<file path="src/rtl/jk_drive_seq_pkg.sv">
// Shared types for the JK drive sequencer: per-bit excitation modes and FSM states.
package jk_pkg;

  typedef enum logic [1:0] {
    HOLD   = 2'd0,
    RESET  = 2'd1,
    SET    = 2'd2,
    TOGGLE = 2'd3
  } jk_mode_t;

  typedef enum logic [1:0] {
    IDLE   = 2'd0,
    DRIVE  = 2'd1,
    SETTLE = 2'd2,
    CHECK  = 2'd3
  } jk_drive_state_t;

  // Bits needed to hold values 0..n-1, never less than one.
  function automatic int unsigned cnt_width(input int unsigned n);
    return (n < 2) ? 1 : $clog2(n);
  endfunction

endpackage

</file>
<file path="src/rtl/jk_drive_seq_if.sv">
// Target handshake plus flop-bank drive/readback bundle for jk_drive_seq.
interface jk_drive_seq_if #(
  parameter int WIDTH = 8,
  parameter int RW    = 2
);
  logic             tgt_valid;
  logic             tgt_ready;
  logic [WIDTH-1:0] tgt_data;
  logic [WIDTH-1:0] q_fb;
  logic [WIDTH-1:0] j_o;
  logic [WIDTH-1:0] k_o;
  logic             busy;
  logic             done;
  logic             err;
  logic [RW-1:0]    retries;

  modport master (
    output tgt_valid, tgt_data, q_fb,
    input  tgt_ready, j_o, k_o, busy, done, err, retries
  );

  modport slave (
    input  tgt_valid, tgt_data, q_fb,
    output tgt_ready, j_o, k_o, busy, done, err, retries
  );
endinterface

</file>
<file path="src/rtl/jk_drive_seq_excite.sv">
// Combinational per-word JK excitation from current Q toward a target.
// JK_DRIVE_TOGGLE_EN selects TOGGLE instead of SET/RESET for mismatched bits.
module jk_excite
  import jk_pkg::*;
#(
  parameter int WIDTH = 8
) (
  input  logic [WIDTH-1:0] q_i,
  input  logic [WIDTH-1:0] tgt_i,
  output logic [WIDTH-1:0] j_o,
  output logic [WIDTH-1:0] k_o
);

  for (genvar i = 0; i < WIDTH; i++) begin : g_bit
    jk_mode_t mode_s;

    always_comb begin
      mode_s = HOLD;
      if (q_i[i] != tgt_i[i]) begin
`ifdef JK_DRIVE_TOGGLE_EN
        mode_s = TOGGLE;
`else
        mode_s = tgt_i[i] ? SET : RESET;
`endif
      end else begin
        mode_s = HOLD;
      end
    end

    assign {j_o[i], k_o[i]} = mode_s;
  end

endmodule

</file>
<file path="src/rtl/jk_drive_seq.sv">
// Drives a JK flop bank toward a requested word, verifies readback, retries.
// Build option: JK_DRIVE_TOGGLE_EN (mismatched bits driven TOGGLE).
module jk_drive_seq
  import jk_pkg::*;
#(
  parameter int WIDTH      = 8,
  parameter int MAX_RETRY  = 3,
  parameter int SETTLE_CYC = 1
) (
  input logic          clk,
  input logic          rst,
  jk_drive_seq_if.slave bus
);

  localparam int RW = cnt_width(MAX_RETRY + 1);
  localparam int SW = cnt_width(SETTLE_CYC);

  jk_drive_state_t  state_q, state_d;
  logic [WIDTH-1:0] tgt_q, tgt_d;
  logic [RW-1:0]    retries_q, retries_d;
  logic [SW-1:0]    settle_q, settle_d;
  logic             done_q, done_d;
  logic             err_q, err_d;
  logic             drive_en_s;
  logic [WIDTH-1:0] exc_j_s, exc_k_s;

  jk_excite #(.WIDTH(WIDTH)) u_excite (
    .q_i   (bus.q_fb),
    .tgt_i (tgt_q),
    .j_o   (exc_j_s),
    .k_o   (exc_k_s)
  );

  // State and datapath registers.
  always_ff @(posedge clk) begin
    if (rst) begin
      state_q   <= IDLE;
      tgt_q     <= '0;
      retries_q <= '0;
      settle_q  <= '0;
      done_q    <= 1'b0;
      err_q     <= 1'b0;
    end else begin
      state_q   <= state_d;
      tgt_q     <= tgt_d;
      retries_q <= retries_d;
      settle_q  <= settle_d;
      done_q    <= done_d;
      err_q     <= err_d;
    end
  end

  // Next-state and drive-enable decode.
  always_comb begin
    state_d    = state_q;
    tgt_d      = tgt_q;
    retries_d  = retries_q;
    settle_d   = settle_q;
    done_d     = 1'b0;
    err_d      = 1'b0;
    drive_en_s = 1'b0;
    case (state_q)
      IDLE: begin
        if (bus.tgt_valid) begin
          tgt_d     = bus.tgt_data;
          retries_d = '0;
          state_d   = DRIVE;
        end else begin
          state_d = IDLE;
        end
      end
      DRIVE: begin
        drive_en_s = 1'b1;
        settle_d   = '0;
        state_d    = SETTLE;
      end
      SETTLE: begin
        if (settle_q == SW'(SETTLE_CYC - 1)) begin
          state_d = CHECK;
        end else begin
          settle_d = settle_q + SW'(1);
        end
      end
      CHECK: begin
        if (bus.q_fb == tgt_q) begin
          state_d = IDLE;
          done_d  = 1'b1;
        end else if (retries_q < RW'(MAX_RETRY)) begin
          retries_d = retries_q + RW'(1);
          state_d   = DRIVE;
        end else begin
          state_d = IDLE;
          err_d   = 1'b1;
        end
      end
      default: begin
        state_d = IDLE;
      end
    endcase
  end

  // Drive is masked by reset without waiting for the clock edge.
  assign bus.j_o       = (drive_en_s && !rst) ? exc_j_s : '0;
  assign bus.k_o       = (drive_en_s && !rst) ? exc_k_s : '0;
  assign bus.tgt_ready = (state_q == IDLE) && !rst;
  assign bus.busy      = (state_q != IDLE);
  assign bus.done      = done_q;
  assign bus.err       = err_q;
  assign bus.retries   = retries_q;

endmodule

</file>
<file path="src/flat_wrapper.sv">
// flat-port wrapper written by rule: the top's interface ports become plain ports
module jk_drive_seq_flat import jk_pkg::*;
#(
  parameter int WIDTH      = 8,
  parameter int MAX_RETRY  = 3,
  parameter int SETTLE_CYC = 1
)
  (clk, rst, bus_tgt_valid, bus_tgt_data, bus_q_fb, bus_tgt_ready, bus_j_o, bus_k_o, bus_busy, bus_done, bus_err, bus_retries);
  jk_drive_seq_if #(.WIDTH(WIDTH), .RW((cnt_width((3) + 1)))) bus_i ();
  input logic clk;
  input logic rst;
  input wire logic [$bits(bus_i.tgt_valid)-1:0] bus_tgt_valid;
  input wire logic [$bits(bus_i.tgt_data)-1:0] bus_tgt_data;
  input wire logic [$bits(bus_i.q_fb)-1:0] bus_q_fb;
  output wire logic [$bits(bus_i.tgt_ready)-1:0] bus_tgt_ready;
  output wire logic [$bits(bus_i.j_o)-1:0] bus_j_o;
  output wire logic [$bits(bus_i.k_o)-1:0] bus_k_o;
  output wire logic [$bits(bus_i.busy)-1:0] bus_busy;
  output wire logic [$bits(bus_i.done)-1:0] bus_done;
  output wire logic [$bits(bus_i.err)-1:0] bus_err;
  output wire logic [$bits(bus_i.retries)-1:0] bus_retries;
  assign bus_i.tgt_valid = bus_tgt_valid;
  assign bus_i.tgt_data = bus_tgt_data;
  assign bus_i.q_fb = bus_q_fb;
  assign bus_tgt_ready = bus_i.tgt_ready;
  assign bus_j_o = bus_i.j_o;
  assign bus_k_o = bus_i.k_o;
  assign bus_busy = bus_i.busy;
  assign bus_done = bus_i.done;
  assign bus_err = bus_i.err;
  assign bus_retries = bus_i.retries;
  jk_drive_seq #(.WIDTH(WIDTH), .MAX_RETRY(MAX_RETRY), .SETTLE_CYC(SETTLE_CYC)) u_core (.clk(clk), .rst(rst), .bus(bus_i));
endmodule
</file>
<file path="config.mk">
export PLATFORM = sky130hd
export DESIGN_NAME = jk_drive_seq_flat
export DESIGN_NICKNAME = d
export VERILOG_FILES = /design/src/rtl/jk_drive_seq_pkg.sv /design/src/rtl/jk_drive_seq_if.sv /design/src/rtl/jk_drive_seq_excite.sv /design/src/rtl/jk_drive_seq.sv /design/src/flat_wrapper.sv
export SDC_FILE = /design/constraint.sdc
export NUM_CORES = 1
export LEC_CHECK = 0
export BUFFER_PORTS_ARGS = -buffer_cell sky130_fd_sc_hd__buf_2
export CAP_MARGIN = 0
export CORE_MARGIN = 10
export CORE_UTILIZATION = 40
export CTS_CLUSTER_SIZE = 14
export DETAILED_ROUTE_END_ITERATION = 7
export PLACE_DENSITY = 0.69
export SYNTH_ARGS = -nofsm -noshare
export SYNTH_HDL_FRONTEND = slang
export SYNTH_SLANG_ARGS = --single-unit
</file>
<file path="constraint.sdc">
create_clock -name clk -period 1.8 [get_ports clk]
set_clock_uncertainty 0.1 [all_clocks]
set_input_delay 0 -clock clk [delete_from_list [all_inputs] [get_ports clk]]
set_output_delay 0 -clock clk [all_outputs]
set_load 0.01 [all_outputs]
</file>
[Yosys cells after proc, flatten, opt, wreduce, memory -nomap -nowiden]
Index checks and enable logic that the tools add are counted.
Storage, ports and cells
  bits in registers: 15
  input bits: 19
  output and inout bits: 22
  logic and storage cells: 69
Cells by class
  $add $sub $neg: 2
  magnitude comparators: 1
  equality and inequality tests: 16
  multiplexer cells: 32
  bitwise operators: 1
  reductions and logical operators: 11
Operators by type and width (count)
  $mux 2: 21
  $mux 8: 2
  $eq 8x8->1: 1
  $ne 1x1->1: 8
  $pmux 2 s4: 1
  $mux 1: 6
  $ne 2x2->1 const B: 3
  $reduce_bool 2->1: 3
  $eq 2x2->1 const B: 2
  $pmux 2 s2: 1
  $reduce_and 4->1: 1
  $reduce_or 3->1: 1
  $add 2x1->2 const B: 1
  $eq 2x1->1 const B: 1
  $logic_and 1x1->1: 2
  $logic_not 2->1: 1
  $lt 2x2->1 const B: 1
  $ne 2x1->1 const B: 1
  $pmux 1 s2: 1
  $reduce_and 2->1: 1
  $reduce_or 2->1: 1
  $add 1x1->1 const B: 1
  $logic_not 1->1: 1
  $not 1->1: 1

[Longest topological paths before layout]
  depth after elaboration: 4
  gate-level depth with buffers: 7
  gate-level depth less buffers: 6

[Hierarchy]
A second synthesis with hierarchy kept.
Unflattened totals
  cells, all modules: 124
  area total of the unflattened synthesis: 1038.5 um^2
By module, submodules not included
  jk_drive_seq: times used 1, cells an instance 108, area each 898.4 um^2
  jk_excite: times used 1, cells an instance 16, area each 140.1 um^2

[Worst setup path before layout]
No wires, ideal clock.
  path type: register -> register
  start point: reg u_core.tgt_q[4]
  end point: reg u_core.retries_q[0] (netlist: u_core.bus.retries[0])
  arrival time: 1.392 ns
  required time: 1.626 ns
  path slack: 0.233 ns
  stages on the path, launching flop included: 6
  period minus slack after synthesis: 1.567 ns
  cells stage by stage: dfxtp_1 -> ha_1 -> nand4_2 -> o21bai_2 -> or4b_1 -> a31oi_1
Between the ends
  word-level cells in the longest chain between the ends: 3
Ends and longest elaborated chain
  start, declared: RTL line jk_drive_seq.sv:19  | logic [WIDTH-1:0] tgt_q, tgt_d;
  start signal, assigned: RTL line jk_drive_seq.sv:45  | tgt_q <= tgt_d;
  $eq 8x8->1: RTL line jk_drive_seq.sv:85  | if (bus.q_fb == tgt_q) begin
  $ne 2x2->1 (no source line)
  $reduce_and 4->1 (no source line)
  end signal, assigned: RTL line jk_drive_seq.sv:46  | retries_q <= retries_d;
  end, declared: RTL line jk_drive_seq.sv:20  | logic [RW-1:0] retries_q, retries_d;
No other way between the ends.
A chain may end at the register's enable or synchronous reset.

[Worst setup path in the final report]
  start point: reg u_core.state_q[1]
  end point: out bus_k_o[1]
Between the ends
  word-level cells in the longest chain between the ends: 4
Ends and longest elaborated chain
  start, declared: RTL line jk_drive_seq.sv:18  | jk_drive_state_t state_q, state_d;
  start signal, assigned: RTL line jk_drive_seq.sv:44  | state_q <= state_d;
  $eq 2x1->1: RTL line jk_drive_seq.sv:62  | case (state_q)
  $mux 1: RTL line jk_drive_seq.sv:62
  $logic_and 1x1->1: RTL line jk_drive_seq.sv:104  | assign bus.k_o = (drive_en_s && !rst) ? exc_k_s : '0;
  $mux 8: RTL line jk_drive_seq.sv:104
  end, declared: RTL line flat_wrapper.sv:17  | output wire logic [$bits(bus_i.k_o)-1:0] bus_k_o;
No other way between the ends.

==> impl_metrics.tcl <==
set metrics [dict create \
    wirelength_um 2330 \
    die_h_um 69.6 \
    rrSetupSlack_ns 0.15 \
    root_buffer "clkbuf_4" \
    async_flop_share_pct 0 \
    pwr-share-comb_pct 20.2 \
    synthTopCellsByCount "ha_1, nand2_1, inv_1" \
    crit_fanout 16 \
    irDropWorstVdd_mv 0.490 \
    powerDensity_nw_per_um2 523 \
    maxCapViolCount 0 \
    p_switching_uw 189 \
    report.final.slew_viol_count 0 \
    r2r-end "u_core.bus.retries[0]" \
    cts_setup_buffers 0 \
    r2r_start "u_core.tgt_q[4]" \
    core_um2 2280 \
    cts_made_buffers 3 \
    slowest_stage "nor2b_2" \
    die_area_um2 4850 \
    clock_path_buffers 2 \
    worstPathArrival_ns 1.55 \
    yosys-mux-area-fraction_pct 0 \
    synthAdderAreaFrac_pct 25.4 \
    n_antenna_cell 0 \
    synth_top_family_by_area "simple AND/OR/NAND/NOR gates" \
    synth_ff_type "dfxtp_1" \
    finalHoldViolCount 0 \
    cp_slowest_stage_delay_ns 0.38 \
    final_cell_area_um2 1350 \
    fin_tns_setup_ns 0 \
    cp-start-kind "flip-flop" \
    clkTransAtPathRegs_ns 0.08 \
    grt_use_total_pct 9.55 \
    drc 0 \
    power.leakage_uw 0.000725 \
    detailed_place.area_um2 1220 \
    routedWlPerCell_um 11.6 \
    place.gp.congestion 0.796 \
    finalHoldWorstSlack_ns 0.120 \
    clkLatencyLatePin_ns 0.28 \
    ant_nets 0 \
    clock_sinks 14 \
    port_buffers 40 \
    final-setup-viol-count 0 \
    crit_chain "inv_1 > ha_1 > nor2b_2 > and2_1 > buf_2" \
    synth_edf_count 0 \
    nets 213 \
    grt_pass1_vias 957 \
    min_path_type "input port to flip-flop" \
    yosys.area.top_type "dfxtp_1" \
    grt_overflow_total 0 \
    min_to "u_core.state_q[0]" \
    grt_pass1_wl_um 4060 \
    cts_tree "built" \
    grt_antenna_before_repair 0 \
    slew_headroom_pct 71.9 \
    period_needed_ns 1.65 \
    synth_area_um2 985 \
    htreeDepth 1 \
    hold_path_depth 3 \
    synth_seq_cells 14 \
    p_int_uw 514 \
    p_clk_share_pct 32.4 \
    initial_core_util_pct 43.3 \
    netlist_instances 122 \
    yosys-top-cells-area "dfxtp_1, ha_1, and2_1, nand2_1, inv_1" \
    vias_per_cell 4.61 \
    period_share_pct 91.6 \
    yosys.area_share.simple_pct 29.0 \
    worst_pin_slew_ns 0.419 \
    die_width_um 69.6 \
    drt_iter0_markers 12 \
    layout_setup_ws_ns 0.151 \
    required_ns 1.70 \
    hold_start "bus_tgt_valid" \
    finalPower_uw 703 \
    yosysTopAreaCellShare_pct 28.5 \
    seq_power_share_pct 47.4 \
    pre_cts_slack_ns 0.155 \
    area_delta_synth_final_pct 36.6 \
    firstDrtPassIters 4 \
    synthDistinctLibCells 20 \
    critical_path_class "flip-flop to output pin" \
    fmax_mhz 606 \
    p_sw_share_pct 26.9 \
    rsz0062_at_grt "no" \
    vias 927 \
    seq_area_frac_synth_pct 28.5 \
    synth_nets 161 \
    syn_area_per_cell_um2 8.07 \
    post-dp-hpwl_um 1900 \
    drive_above_1_share_pct 30.1 \
    yosys_warnings 0 \
    ios 41 \
    status "finished clean" \
    grt_max_degree 17 \
    rows 17 \
    rr_worst_depth 5 \
    synth_compound_area_share_pct 8.39 \
    worst_setup_path_end_kind "output pin" \
    synth_xor_area_share_pct 0 \
]
routing by layer:
metal / GRT usage (%) / vias up / wire length [µm]
met3: 3.57 / 4 / 199
met2: 16.6 / 28 / 1140
li1: - / 488 / -
met4: 3.26 / 0 / 21
met5: 0 / - / 0
met1: 10.3 / 407 / 968
state kept, by name, summed over array words and instances (netlist names):
| register | flops |
|---|---|
| u_core.bus.done | 1 |
| u_core.bus.err | 1 |
| u_core.bus.retries | 2 |
| u_core.state_q | 2 |
| u_core.tgt_q | 8 |
repair_timing:
action,in CTS,in global routing
setup endpoints to repair,16,0
resized for setup,1,0
endpoints found under the hold margin,10,0
hold buffers,9,0
worst max-delay path: cells and delay by family, from the launching register on:
family	cells	cell delay, ns
adders and majority gates	1	0.14
and+or+nand+nor	2	0.57
DFF	1	0.34
buffers and inverters	2	0.21
layout make-up:
class                      instances  area (µm²)
fill                             214         931
multi-input combinational         85         621
timing repair buffer              50         298
sequential                        14         280
inverter                          20        75.1
clock buffer                       4        36.3
tap                               28        35.0
worst max-delay path by stage:
stage | startpoint | to | slack [ns]
after floorplan | u_core.tgt_q[4] | u_core.bus.retries[0] | 0.23
after global placement | u_core.tgt_q[4] | u_core.bus.retries[0] | 0.20
after detailed placement | u_core.tgt_q[4] | u_core.bus.retries[0] | 0.15
after CTS | u_core.state_q[1] | bus_k_o[1] | 0.09
after global routing | u_core.state_q[1] | bus_j_o[2] | 0.01
final | u_core.state_q[1] | bus_k_o[1] | 0.15
power by group through the flow:
stage | registers, µW | clock network (µW) | logic (µW)
after global routing | 336 | 250 | 168
after floorplan | 338 | 0 | 79.3
after detailed placement | 341 | 0 | 130
final | 333 | 228 | 142
after global placement | 339 | 0 | 125
after CTS | 333 | 238 | 147
cells by family (layout without fill, tap and decap cells):
kind of cell / after synthesis / count (layout)
AO/OA/AOI/OAI: 14 / 14
adder cells (fa/ha/maj): 20 / 20
flip-flops: 14 / 14
AND/OR/NAND/NOR: 51 / 51
buffers and inverters: 23 / 74
metrics by stage:
stage | std cells | util (%)
3_3_place_gp | 188 | 53.4
5_1_grt | 201 | 59.1
3_5_place_dp | 188 | 53.4
2_1_floorplan | 122 | -
4_1_cts | 201 | 59.1
6_report | 201 | 59.1
layout by cell type (no fill, tap or decap):
cell,instances
nor4b_1,2
inv_1,19
or2b_2,1
or4b_1,1
or2_2,1
inv_2,1
clkbuf_8,1
nor2b_2,1
a31oi_1,2
nand2_1,20
and2_1,17
buf_2,40
buf_4,1
a2bb2oi_1,1
nor3b_1,1
nor2_1,2
o21bai_2,1
dfxtp_1,14
dlygate4sd3_1,9
nand4_2,2
ha_1,20
nand3_1,3
a21oi_1,10
clkbuf_4,3
No activity file was read; power rests on OpenSTA's default activity.
